$ cat config.mk
export PLATFORM = sky130hd
export DESIGN_NAME = delay_window_monitor_flat
export DESIGN_NICKNAME = d
export VERILOG_FILES = /design/src/rtl/delay_window_monitor_pkg.sv /design/src/rtl/delay_window_monitor_if.sv /design/src/rtl/delay_window_monitor_channel.sv /design/src/rtl/delay_window_monitor.sv /design/src/flat_wrapper.sv
export SDC_FILE = /design/constraint.sdc
export NUM_CORES = 1
export LEC_CHECK = 0
export CAP_MARGIN = 20
export CORE_AREA = 3 3 173 91
export DETAILED_ROUTE_END_ITERATION = 10
export DIE_AREA = 0 0 176 94
export GPL_TIMING_DRIVEN = 0
export PLACE_DENSITY = 0.48
export SLEW_MARGIN = 20
export SYNTH_ARGS = -nofsm -noshare
export SYNTH_HDL_FRONTEND = slang
export SYNTH_HIERARCHICAL = 1
export SYNTH_SLANG_ARGS = --single-unit
export TNS_END_PERCENT = 10
$ cat constraint.sdc
create_clock -name clk -period 3.5 [get_ports clk]
set_input_delay 0.35 -clock clk [delete_from_list [all_inputs] [get_ports clk]]
set_output_delay 0.35 -clock clk [all_outputs]
set_load 0.05 [all_outputs]
$ cat src/rtl/delay_window_monitor_pkg.sv
// Shared limits, types and arithmetic helpers for the delay-window monitor.
package delay_window_pkg;

  localparam int MAX_DELAY_LIMIT = 32;
  localparam int MAX_CH_LIMIT    = 16;

  typedef logic [MAX_DELAY_LIMIT:1] delay_vec_t;

  function automatic logic [5:0] popcount32(input logic [31:0] v);
    logic [5:0] n;
    n = '0;
    for (int i = 0; i < 32; i++) n = n + 6'(v[i]);
    return n;
  endfunction

  // Adds inc to count and clamps at the all-ones value of a width-bit counter.
  function automatic logic [31:0] sat_add(input logic [31:0] count, input logic [5:0] inc,
                                          input int unsigned width);
    logic [32:0] sum;
    logic [32:0] max;
    sum = {1'b0, count} + {27'd0, inc};
    max = (33'd1 << width) - 33'd1;
    return (sum > max) ? max[31:0] : sum[31:0];
  endfunction

endpackage

$ cat src/rtl/delay_window_monitor_if.sv
// Bundles the monitor's control inputs, a/b probes and reported results.
interface delay_window_monitor_if #(
  parameter int NUM_CH  = 2,
  parameter int COUNT_W = 16
);
  logic                      en;
  logic                      clear;
  logic [NUM_CH-1:0]         a;
  logic [NUM_CH-1:0]         b;
  logic [NUM_CH-1:0]         match;
  logic [NUM_CH-1:0]         fail;
  logic [NUM_CH*COUNT_W-1:0] match_count;
  logic [NUM_CH*COUNT_W-1:0] fail_count;
  logic [NUM_CH-1:0]         busy;

  modport master (output en, clear, a, b,
                  input  match, fail, match_count, fail_count, busy);
  modport slave  (input  en, clear, a, b,
                  output match, fail, match_count, fail_count, busy);
endinterface

$ cat src/rtl/delay_window_monitor_channel.sv
// One channel: pending-attempt shift vector, window retire logic, result pulses and counters.
module delay_window_channel
  import delay_window_pkg::*;
#(
  parameter int MIN_DELAY  = 1,
  parameter int MAX_DELAY  = 3,
  parameter bit KILL_EARLY = 1'b0,
  parameter int COUNT_W    = 16
) (
  input  logic               clk,
  input  logic               rst_n,
  input  logic               en_i,
  input  logic               clear_i,
  input  logic               a_i,
  input  logic               b_i,
  output logic               match_o,
  output logic               fail_o,
  output logic               busy_o,
  output logic [COUNT_W-1:0] match_count_o,
  output logic [COUNT_W-1:0] fail_count_o
);

  logic [MAX_DELAY:1] p_q, p_d;
  delay_vec_t         retire_m, retire_f;
  logic               match_q, fail_q, busy_q;
  logic [COUNT_W-1:0] match_cnt_q, match_cnt_d;
  logic [COUNT_W-1:0] fail_cnt_q, fail_cnt_d;

  // NOTE: every always_comb output gets a default first so no path leaves it unassigned (no latch).
  always_comb begin
    retire_m = '0;
    retire_f = '0;
    for (int k = 1; k <= MAX_DELAY; k++) begin
      if (k >= MIN_DELAY) retire_m[k] = p_q[k] & b_i;
      else if (KILL_EARLY) retire_f[k] = p_q[k] & b_i;
    end
    // The oldest attempt times out when b is absent at the window's last offset.
    retire_f[MAX_DELAY] = retire_f[MAX_DELAY] | (p_q[MAX_DELAY] & ~b_i);
  end

  // A new attempt enters at age 1, so b in the same cycle only sees older attempts.
  always_comb begin
    p_d    = '0;
    p_d[1] = en_i & a_i;
    for (int k = 1; k < MAX_DELAY; k++) p_d[k+1] = p_q[k] & ~retire_m[k] & ~retire_f[k];
  end

  assign match_cnt_d = COUNT_W'(sat_add(32'(match_cnt_q), popcount32(retire_m), COUNT_W));
  assign fail_cnt_d  = COUNT_W'(sat_add(32'(fail_cnt_q), popcount32(retire_f), COUNT_W));

  // NOTE: state uses non-blocking assignments so every register samples pre-edge values.
  // NOTE: reset is synchronous; clear shares the path since both zero the same state.
  always_ff @(posedge clk) begin
    if (!rst_n || clear_i) begin
      p_q         <= '0;
      match_q     <= 1'b0;
      fail_q      <= 1'b0;
      busy_q      <= 1'b0;
      match_cnt_q <= '0;
      fail_cnt_q  <= '0;
    end else begin
      p_q         <= p_d;
      match_q     <= |retire_m;
      fail_q      <= |retire_f;
      busy_q      <= |p_d;
      match_cnt_q <= match_cnt_d;
      fail_cnt_q  <= fail_cnt_d;
    end
  end

  assign match_o       = match_q;
  assign fail_o        = fail_q;
  assign busy_o        = busy_q;
  assign match_count_o = match_cnt_q;
  assign fail_count_o  = fail_cnt_q;

endmodule

$ cat src/rtl/delay_window_monitor.sv
// Multi-channel "a followed by b within [MIN_DELAY:MAX_DELAY]" monitor; interface widths must match NUM_CH/COUNT_W.
module delay_window_monitor
  import delay_window_pkg::*;
#(
  parameter int NUM_CH     = 2,
  parameter int MIN_DELAY  = 1,
  parameter int MAX_DELAY  = 3,
  parameter bit KILL_EARLY = 1'b0,
  parameter int COUNT_W    = 16
) (
  input logic                   clk,
  input logic                   rst_n,
  delay_window_monitor_if.slave mon
);

  if (MIN_DELAY < 1) begin : g_bad_min
    $error("delay_window_monitor: MIN_DELAY must be >= 1");
  end
  if (MAX_DELAY < MIN_DELAY) begin : g_bad_window
    $error("delay_window_monitor: MAX_DELAY must be >= MIN_DELAY");
  end
  if (MAX_DELAY > MAX_DELAY_LIMIT) begin : g_bad_max
    $error("delay_window_monitor: MAX_DELAY exceeds limit");
  end
  if (NUM_CH < 1 || NUM_CH > MAX_CH_LIMIT) begin : g_bad_ch
    $error("delay_window_monitor: NUM_CH out of range");
  end

  for (genvar c = 0; c < NUM_CH; c++) begin : g_ch
    delay_window_channel #(
      .MIN_DELAY (MIN_DELAY),
      .MAX_DELAY (MAX_DELAY),
      .KILL_EARLY(KILL_EARLY),
      .COUNT_W   (COUNT_W)
    ) u_ch (
      .clk          (clk),
      .rst_n        (rst_n),
      .en_i         (mon.en),
      .clear_i      (mon.clear),
      .a_i          (mon.a[c]),
      .b_i          (mon.b[c]),
      .match_o      (mon.match[c]),
      .fail_o       (mon.fail[c]),
      .busy_o       (mon.busy[c]),
      .match_count_o(mon.match_count[c*COUNT_W +: COUNT_W]),
      .fail_count_o (mon.fail_count[c*COUNT_W +: COUNT_W])
    );
  end

endmodule

$ cat src/flat_wrapper.sv
// flat-port wrapper written by rule: the top's interface ports become plain ports
module delay_window_monitor_flat import delay_window_pkg::*;
#(
  parameter int NUM_CH     = 2,
  parameter int MIN_DELAY  = 1,
  parameter int MAX_DELAY  = 3,
  parameter bit KILL_EARLY = 1'b0,
  parameter int COUNT_W    = 16
)
  (clk, rst_n, mon_en, mon_clear, mon_a, mon_b, mon_match, mon_fail, mon_match_count, mon_fail_count, mon_busy);
  delay_window_monitor_if #(.NUM_CH(NUM_CH), .COUNT_W(COUNT_W)) mon_i ();
  input logic clk;
  input logic rst_n;
  input wire logic [$bits(mon_i.en)-1:0] mon_en;
  input wire logic [$bits(mon_i.clear)-1:0] mon_clear;
  input wire logic [$bits(mon_i.a)-1:0] mon_a;
  input wire logic [$bits(mon_i.b)-1:0] mon_b;
  output wire logic [$bits(mon_i.match)-1:0] mon_match;
  output wire logic [$bits(mon_i.fail)-1:0] mon_fail;
  output wire logic [$bits(mon_i.match_count)-1:0] mon_match_count;
  output wire logic [$bits(mon_i.fail_count)-1:0] mon_fail_count;
  output wire logic [$bits(mon_i.busy)-1:0] mon_busy;
  assign mon_i.en = mon_en;
  assign mon_i.clear = mon_clear;
  assign mon_i.a = mon_a;
  assign mon_i.b = mon_b;
  assign mon_match = mon_i.match;
  assign mon_fail = mon_i.fail;
  assign mon_match_count = mon_i.match_count;
  assign mon_fail_count = mon_i.fail_count;
  assign mon_busy = mon_i.busy;
  delay_window_monitor #(.NUM_CH(NUM_CH), .MIN_DELAY(MIN_DELAY), .MAX_DELAY(MAX_DELAY), .KILL_EARLY(KILL_EARLY), .COUNT_W(COUNT_W)) u_core (.clk(clk), .rst_n(rst_n), .mon(mon_i));
endmodule
# Word-level counts from Yosys, hierarchy flattened
# Index checks and enable logic that the tools add are counted.
dict set report classes {
  add_sub_neg 8
  order_cmp 4
  muxes 4
  bitwise_logic 20
  n_reduce_logical 6
}
# cell n
set ops {}
lappend ops {{$gt A17 B16 Y1 const B} 4}
lappend ops {{$mux W16} 4}
lappend ops {{$add A16 B1 Y17} 2}
lappend ops {{$add A16 B3 Y17} 2}
lappend ops {{$and A1 B1 Y1} 14}
lappend ops {{$reduce_or A3 Y1} 4}
lappend ops {{$add A2 B1 Y3} 2}
lappend ops {{$not A1 Y1} 6}
lappend ops {{$add A1 B1 Y2} 2}
lappend ops {{$logic_not A1 Y1} 1}
lappend ops {{$logic_or A1 B1 Y1} 1}
dict set report word_totals {
  regBits 76
  in_bits 8
  output_inout_bits 70
  word_cells 54
}

# Depth between registers and ports, before layout
dict set report logic_depth {
  ltp_word 6
  depth_mapped 10
  depth_no_buf 10
}

# By module
# Netlist, hierarchy kept.
# module instances cells_each area_per_inst_um2 seq_area_each_um2
set modules_own_cells {}
lappend modules_own_cells {{delay_window_channel (u_core.g_ch[1].u_ch)} 1 190 1786.7 760.7}
lappend modules_own_cells {{delay_window_channel (u_core.g_ch[0].u_ch)} 1 187 1747.9 760.7}

# Least setup slack after synthesis
# Ideal clock, no wire load.
dict set report synth_path {
  path_kind {flip-flop to flip-flop}
  startpoint {register u_core.g_ch[0].u_ch.match_cnt_q[0]}
  endpoint {register u_core.g_ch[0].u_ch.match_cnt_q[10]}
  setup_time_ns 0.070
  arrival_ns 2.974
  required_time_ns 3.430
  setup_slack_ns 0.456
  path_stages_with_launch 11
  n_path_buf 1
  period_less_slack_ns 3.044
  cell_sequence {dfxtp_1 -> inv_1 -> fa_1 -> inv_1 -> ha_1 -> inv_1 -> fa_1 -> nand4b_2 -> or4_4 -> buf_6 -> a21oi_1}
}
dict set report synth_between {
  elab_chain_len 3
}
# element line
set synth_lines {}
lappend synth_lines {{start: declaration} delay_window_monitor_channel.sv:26} ;# logic [COUNT_W-1:0] match_cnt_q, match_cnt_d;
lappend synth_lines {{start signal: assignment} delay_window_monitor_channel.sv:66} ;# match_cnt_q <= match_cnt_d;
lappend synth_lines {{$add A16 B3 Y17 (*)} delay_window_monitor_pkg.sv:21} ;# sum = {1'b0, count} + {27'd0, inc};
lappend synth_lines {{$gt A17 B16 Y1} delay_window_monitor_pkg.sv:23} ;# return (sum > max) ? max[31:0] : sum[31:0];
lappend synth_lines {{$mux W16 (*)} delay_window_monitor_pkg.sv:23}
# Mark *: on every way between the ends. The rest lies on a longest branch, timed or not.
# A chain may end at the register's enable or synchronous reset.

# Final worst setup path
dict set report layout_path {
  startpoint {input mon_b[0]}
  endpoint {register u_core.g_ch[0].u_ch.match_cnt_q[4]}
}
dict set report layout_between {
  elab_chain_len 6
  word_cells_on_any_way 8
  classes_between {add/sub: 3; order compare: 1; mux: 1; bitwise: 3}
}
# element line
set layout_lines {}
lappend layout_lines {{start: declaration} flat_wrapper.sv:17} ;# input wire logic [$bits(mon_i.b)-1:0] mon_b;
lappend layout_lines {{$and A1 B1 Y1} delay_window_monitor_channel.sv:34} ;# if (k >= MIN_DELAY) retire_m[k] = p_q[k] & b_i;
lappend layout_lines {{$add A1 B1 Y2} delay_window_monitor_pkg.sv:12} ;# for (int i = 0; i < 32; i++) n = n + 6'(v[i]);
lappend layout_lines {{$add A2 B1 Y3 (*)} delay_window_monitor_pkg.sv:12}
lappend layout_lines {{$add A16 B3 Y17 (*)} delay_window_monitor_pkg.sv:21}
lappend layout_lines {{$gt A17 B16 Y1} delay_window_monitor_pkg.sv:23}
lappend layout_lines {{$mux W16 (*)} delay_window_monitor_pkg.sv:23}
# Marks and branches as above.

==> qor.csv <==
stage,metric,value,unit
outcome,status,completed,
logic_synthesis,synth.avg_cell_area,9.38,sq um
place,numPortBuffers,77,
cts,cts_max_path_buffers,2,
sta,worst_slack,0.313,ns
logic_synthesis,synth_edf_count,0,
drt,highest_layer,met4,
critical_path,reg2reg_from,u_core/g_ch[0].u_ch/p_q[1]$_SDFF_PP0_,
pwr,total_power,0.00173,W
critical_path,r2r_cells,10,
grt,grt_pass1_wl,15.0,mm
sta,fin_crit,3.19,ns
worst_hold_path,whs_path_depth,1,
critical_path,worstSetupPathType,input pin to register,
grt,globalRouteTotalUtil,11.3,%
pwr,swShare,20.9,%
drt,drt_iter0_drc,84,
cells_and_area,multi_input_area,0.00186,sq mm
cts,cts_num_sinks,76,
cells_and_area,finish.utilization,33.6,%
floorplanning,dieHeight,94,microns
cells_and_area,n_antenna_cell,0,
cts,numCtsBuffers,9,
critical_path,worstPathMaxFanout,10,
logic_synthesis,async_flop_share,0,%
pwr,switching_power,0.000363,W
pwr,power_frac_comb,2.4,%
pwr,pwr-share-clk,47.6,%
logic_synthesis,synthCells,377,
place,postPlaceCellArea,0.00455,sq mm
cells_and_area,area_growth,36.1,%
sta,report.final.hold_viol_count,0,
cts,clk_latency,0.32,ns
floorplanning,rows,31,
drt,vias,2938,
sta,rsz0062_at_grt,false,
drt,wl_per_cell,13.5,microns
cells_and_area,layout_common_cells,"77 x clkdlybuf4s50_1, 76 x dfxtp_1, 57 x a21oi_1",
cells_and_area,nFillCells,1485,
cts,cts-resized-gates,0,
floorplanning,fp.dieW,176,microns
place,hpwl,6.65,mm
floorplanning,die-area,0.0165,sq mm
critical_path,setup.worst_path.end,u_core/g_ch[0].u_ch/match_count_o[4]$_SDFF_PP0_,
sta,slew_headroom,60.8,%
critical_path,cp.required,3.75,ns
critical_path,endpoint_kind,register,
drt,met2_length,4.23,mm
pwr,power_density,360,mW/mm^2
floorplanning,io_pins,78,
place,gp_congestion,0.745,
drt,wl_met3,336,microns
cts,cts_max_level,3,
logic_synthesis,ys.flop_type,dfxtp_1,
sta,period_share,91.0,%
flow_run,drv_cap,0,
sta,final_max_slew_viol_count,0,
critical_path,regToRegSetupSlack,0.64,ns
drt,met1_length,4.37,mm
cells_and_area,seq_area,0.00152,sq mm
cts,clk_root_buffer_cell,clkbuf_16,
logic_synthesis,yosys_warnings,6,
drt,routed_via_density,4.41,
worst_hold_path,hold_class,register to register,
logic_synthesis,yosysSeqAreaShare,43.0,%
logic_synthesis,ys_types,45,
cells_and_area,final_area,0.00481,sq mm
cells_and_area,drive_gt1_share,8.12,%
drt,wl,9.01,mm
cts,postCtsSetupBuffers,0,
pwr,seq_power_share,50.1,%
critical_path,critPathLaunchType,input pin,
cts,hold_buffers,0,
pwr,p_leak,1.53,nW
floorplanning,start_util,24.7,%
grt,first_global_vias,2959,
grt,antenna_found_initial,0,
drt,drc,0,
sta,fin_worst_skew,0.00851,ns
cells_and_area,fin_nets,485,
critical_path,r2r_end,u_core/g_ch[0].u_ch/match_count_o[4]$_SDFF_PP0_,
drt,ant_nets,0,
pwr,ir_drop,214,uV
cts,path_clk_slew,0.05,ns
logic_synthesis,ys_seq_elements,76,
place,place_ws,-0.0340,ns
logic_synthesis,synthesis.nets,397,
logic_synthesis,synth.cell_area,0.00353,sq mm
cts,cts_tree,yes,
cells_and_area,layout.cells.most_common,clkdlybuf4s50_1,
sta,finalSetupViolCount,0,
sta,fmax,314,MHz
sta,worst-slew-pin-transition,0.589,ns
critical_path,cp-startpoint,mon_b[0],
grt,grt_max_degree,12,
critical_path,cp.arrival,3.43,ns
floorplanning,coreArea,0.0143,sq mm
pwr,intPower,0.00137,W
drt,dr.pass1.iters,4,
grt,grt-ovfl-total,0,
worst min path at each step:
stage	from	to	slack (ns)
5_1_grt	u_core/g_ch[0].u_ch/p_q[3]$_SDFF_PP0_	u_core/g_ch[0].u_ch/fail_o$_SDFF_PP0_	0.51
6_report	u_core/g_ch[1].u_ch/p_q[1]$_SDFF_PP0_	u_core/g_ch[1].u_ch/p_q[2]$_SDFF_PP0_	0.49
3_3_place_gp	u_core/g_ch[1].u_ch/p_q[1]$_SDFF_PP0_	u_core/g_ch[1].u_ch/p_q[2]$_SDFF_PP0_	0.48
4_1_cts	u_core/g_ch[1].u_ch/p_q[1]$_SDFF_PP0_	u_core/g_ch[1].u_ch/p_q[2]$_SDFF_PP0_	0.49
2_1_floorplan	mon_b[0]	u_core/g_ch[0].u_ch/fail_o$_SDFF_PP0_	0.43
3_5_place_dp	u_core/g_ch[1].u_ch/p_q[1]$_SDFF_PP0_	u_core/g_ch[1].u_ch/p_q[2]$_SDFF_PP0_	0.48
metal layers:
metal  track usage (%)  up-vias
met5                 0        -
met4              2.50        0
met3              3.39        5
met2              18.8       37
met1              14.5     1382
li1                  -     1514
worst max-delay path: stages:
cell	delay [ns]
clkdlybuf4s50_1	0.59
nand2_1	0.11
fa_1	0.45
inv_1	0.07
ha_1	0.16
inv_1	0.06
fa_1	0.43
nand4b_2	0.30
or4_4	0.62
buf_6	0.17
a21oi_1	0.12
cells in the mapped netlist, types with 2 or more instances:
cell type / instances / area (sq um)
ha_1: 8 / 100
xor2_1: 8 / 70.1
a311oi_1: 4 / 35.0
a21oi_1: 57 / 285
and4b_1: 4 / 40.0
nand3_1: 15 / 75.1
inv_1: 22 / 82.6
a31o_2: 2 / 17.5
a211oi_1: 3 / 22.5
nand3_4: 3 / 52.6
nor4_2: 3 / 37.5
nor4_1: 6 / 37.5
dfxtp_1: 76 / 1520
nand2_1: 24 / 90.1
or3_1: 2 / 12.5
o21ai_0: 2 / 10.0
fa_1: 4 / 80.1
buf_6: 3 / 33.8
clkbuf_1: 4 / 15.0
nor4_4: 2 / 42.5
buf_1: 4 / 15.0
xnor2_1: 31 / 272
nand4_1: 7 / 43.8
nor3_1: 19 / 95.1
nor2b_1: 7 / 43.8
a31oi_1: 4 / 25.0
nor2_1: 17 / 63.8
nand2b_1: 2 / 12.5
or4_4: 2 / 22.5
and2_1: 5 / 31.3
and3_1: 5 / 31.3
a21oi_2: 3 / 26.3
nand4_4: 2 / 42.5
nor3b_1: 6 / 45.0
area by class of cell:
class	count	area share, %
repair buffers	77	16.0
well taps	198	5.15
inverters	22	1.72
clock inverters	2	0.260
multi-input cells	267	38.7
clock buffers	12	5.12
flip-flops and latches	76	31.6
plain buffers	12	1.43
power groups by stage:
stage                     Sequential, W  Combinational, W  Clock [W]
after global routing           0.000867         0.0000456   0.000907
final                          0.000868         0.0000412   0.000825
after floorplan                0.000891         0.0000164          0
after detailed placement       0.000887         0.0000426          0
after global placement         0.000887         0.0000425          0
after CTS                      0.000868         0.0000428   0.000865
through the flow:
step	hold WS [ns]	cells	setup TNS, ns
after CTS	0.493	666	0
after detailed placement	0.483	652	-0.147
after global placement	0.481	652	-0.157
after floorplan	0.426	377	0
final	0.491	666	0
after global routing	0.512	666	0
logic make-up (layout without fill, tap and decap cells):
logic type,after synthesis,in the layout,share of synthesized area (%)
AND/OR/NAND/NOR,137,137,25.0
buffers and inverters,34,125,4.28
adder cells (fa/ha/maj),12,12,5.10
flip-flops,76,76,43.0
XOR/XNOR,39,39,9.66
AO/OA/AOI/OAI,79,79,12.9
flip-flops by register name (all words and copies together) (netlist names):
register / cells
u_core/g_ch.u_ch/fail_count_o: 32
u_core/g_ch.u_ch/match_count_o: 32
u_core/g_ch.u_ch/p_q: 6
u_core/g_ch.u_ch/busy_o: 2
u_core/g_ch.u_ch/fail_o: 2
u_core/g_ch.u_ch/match_o: 2
Power figures use the tool's default switching activity.
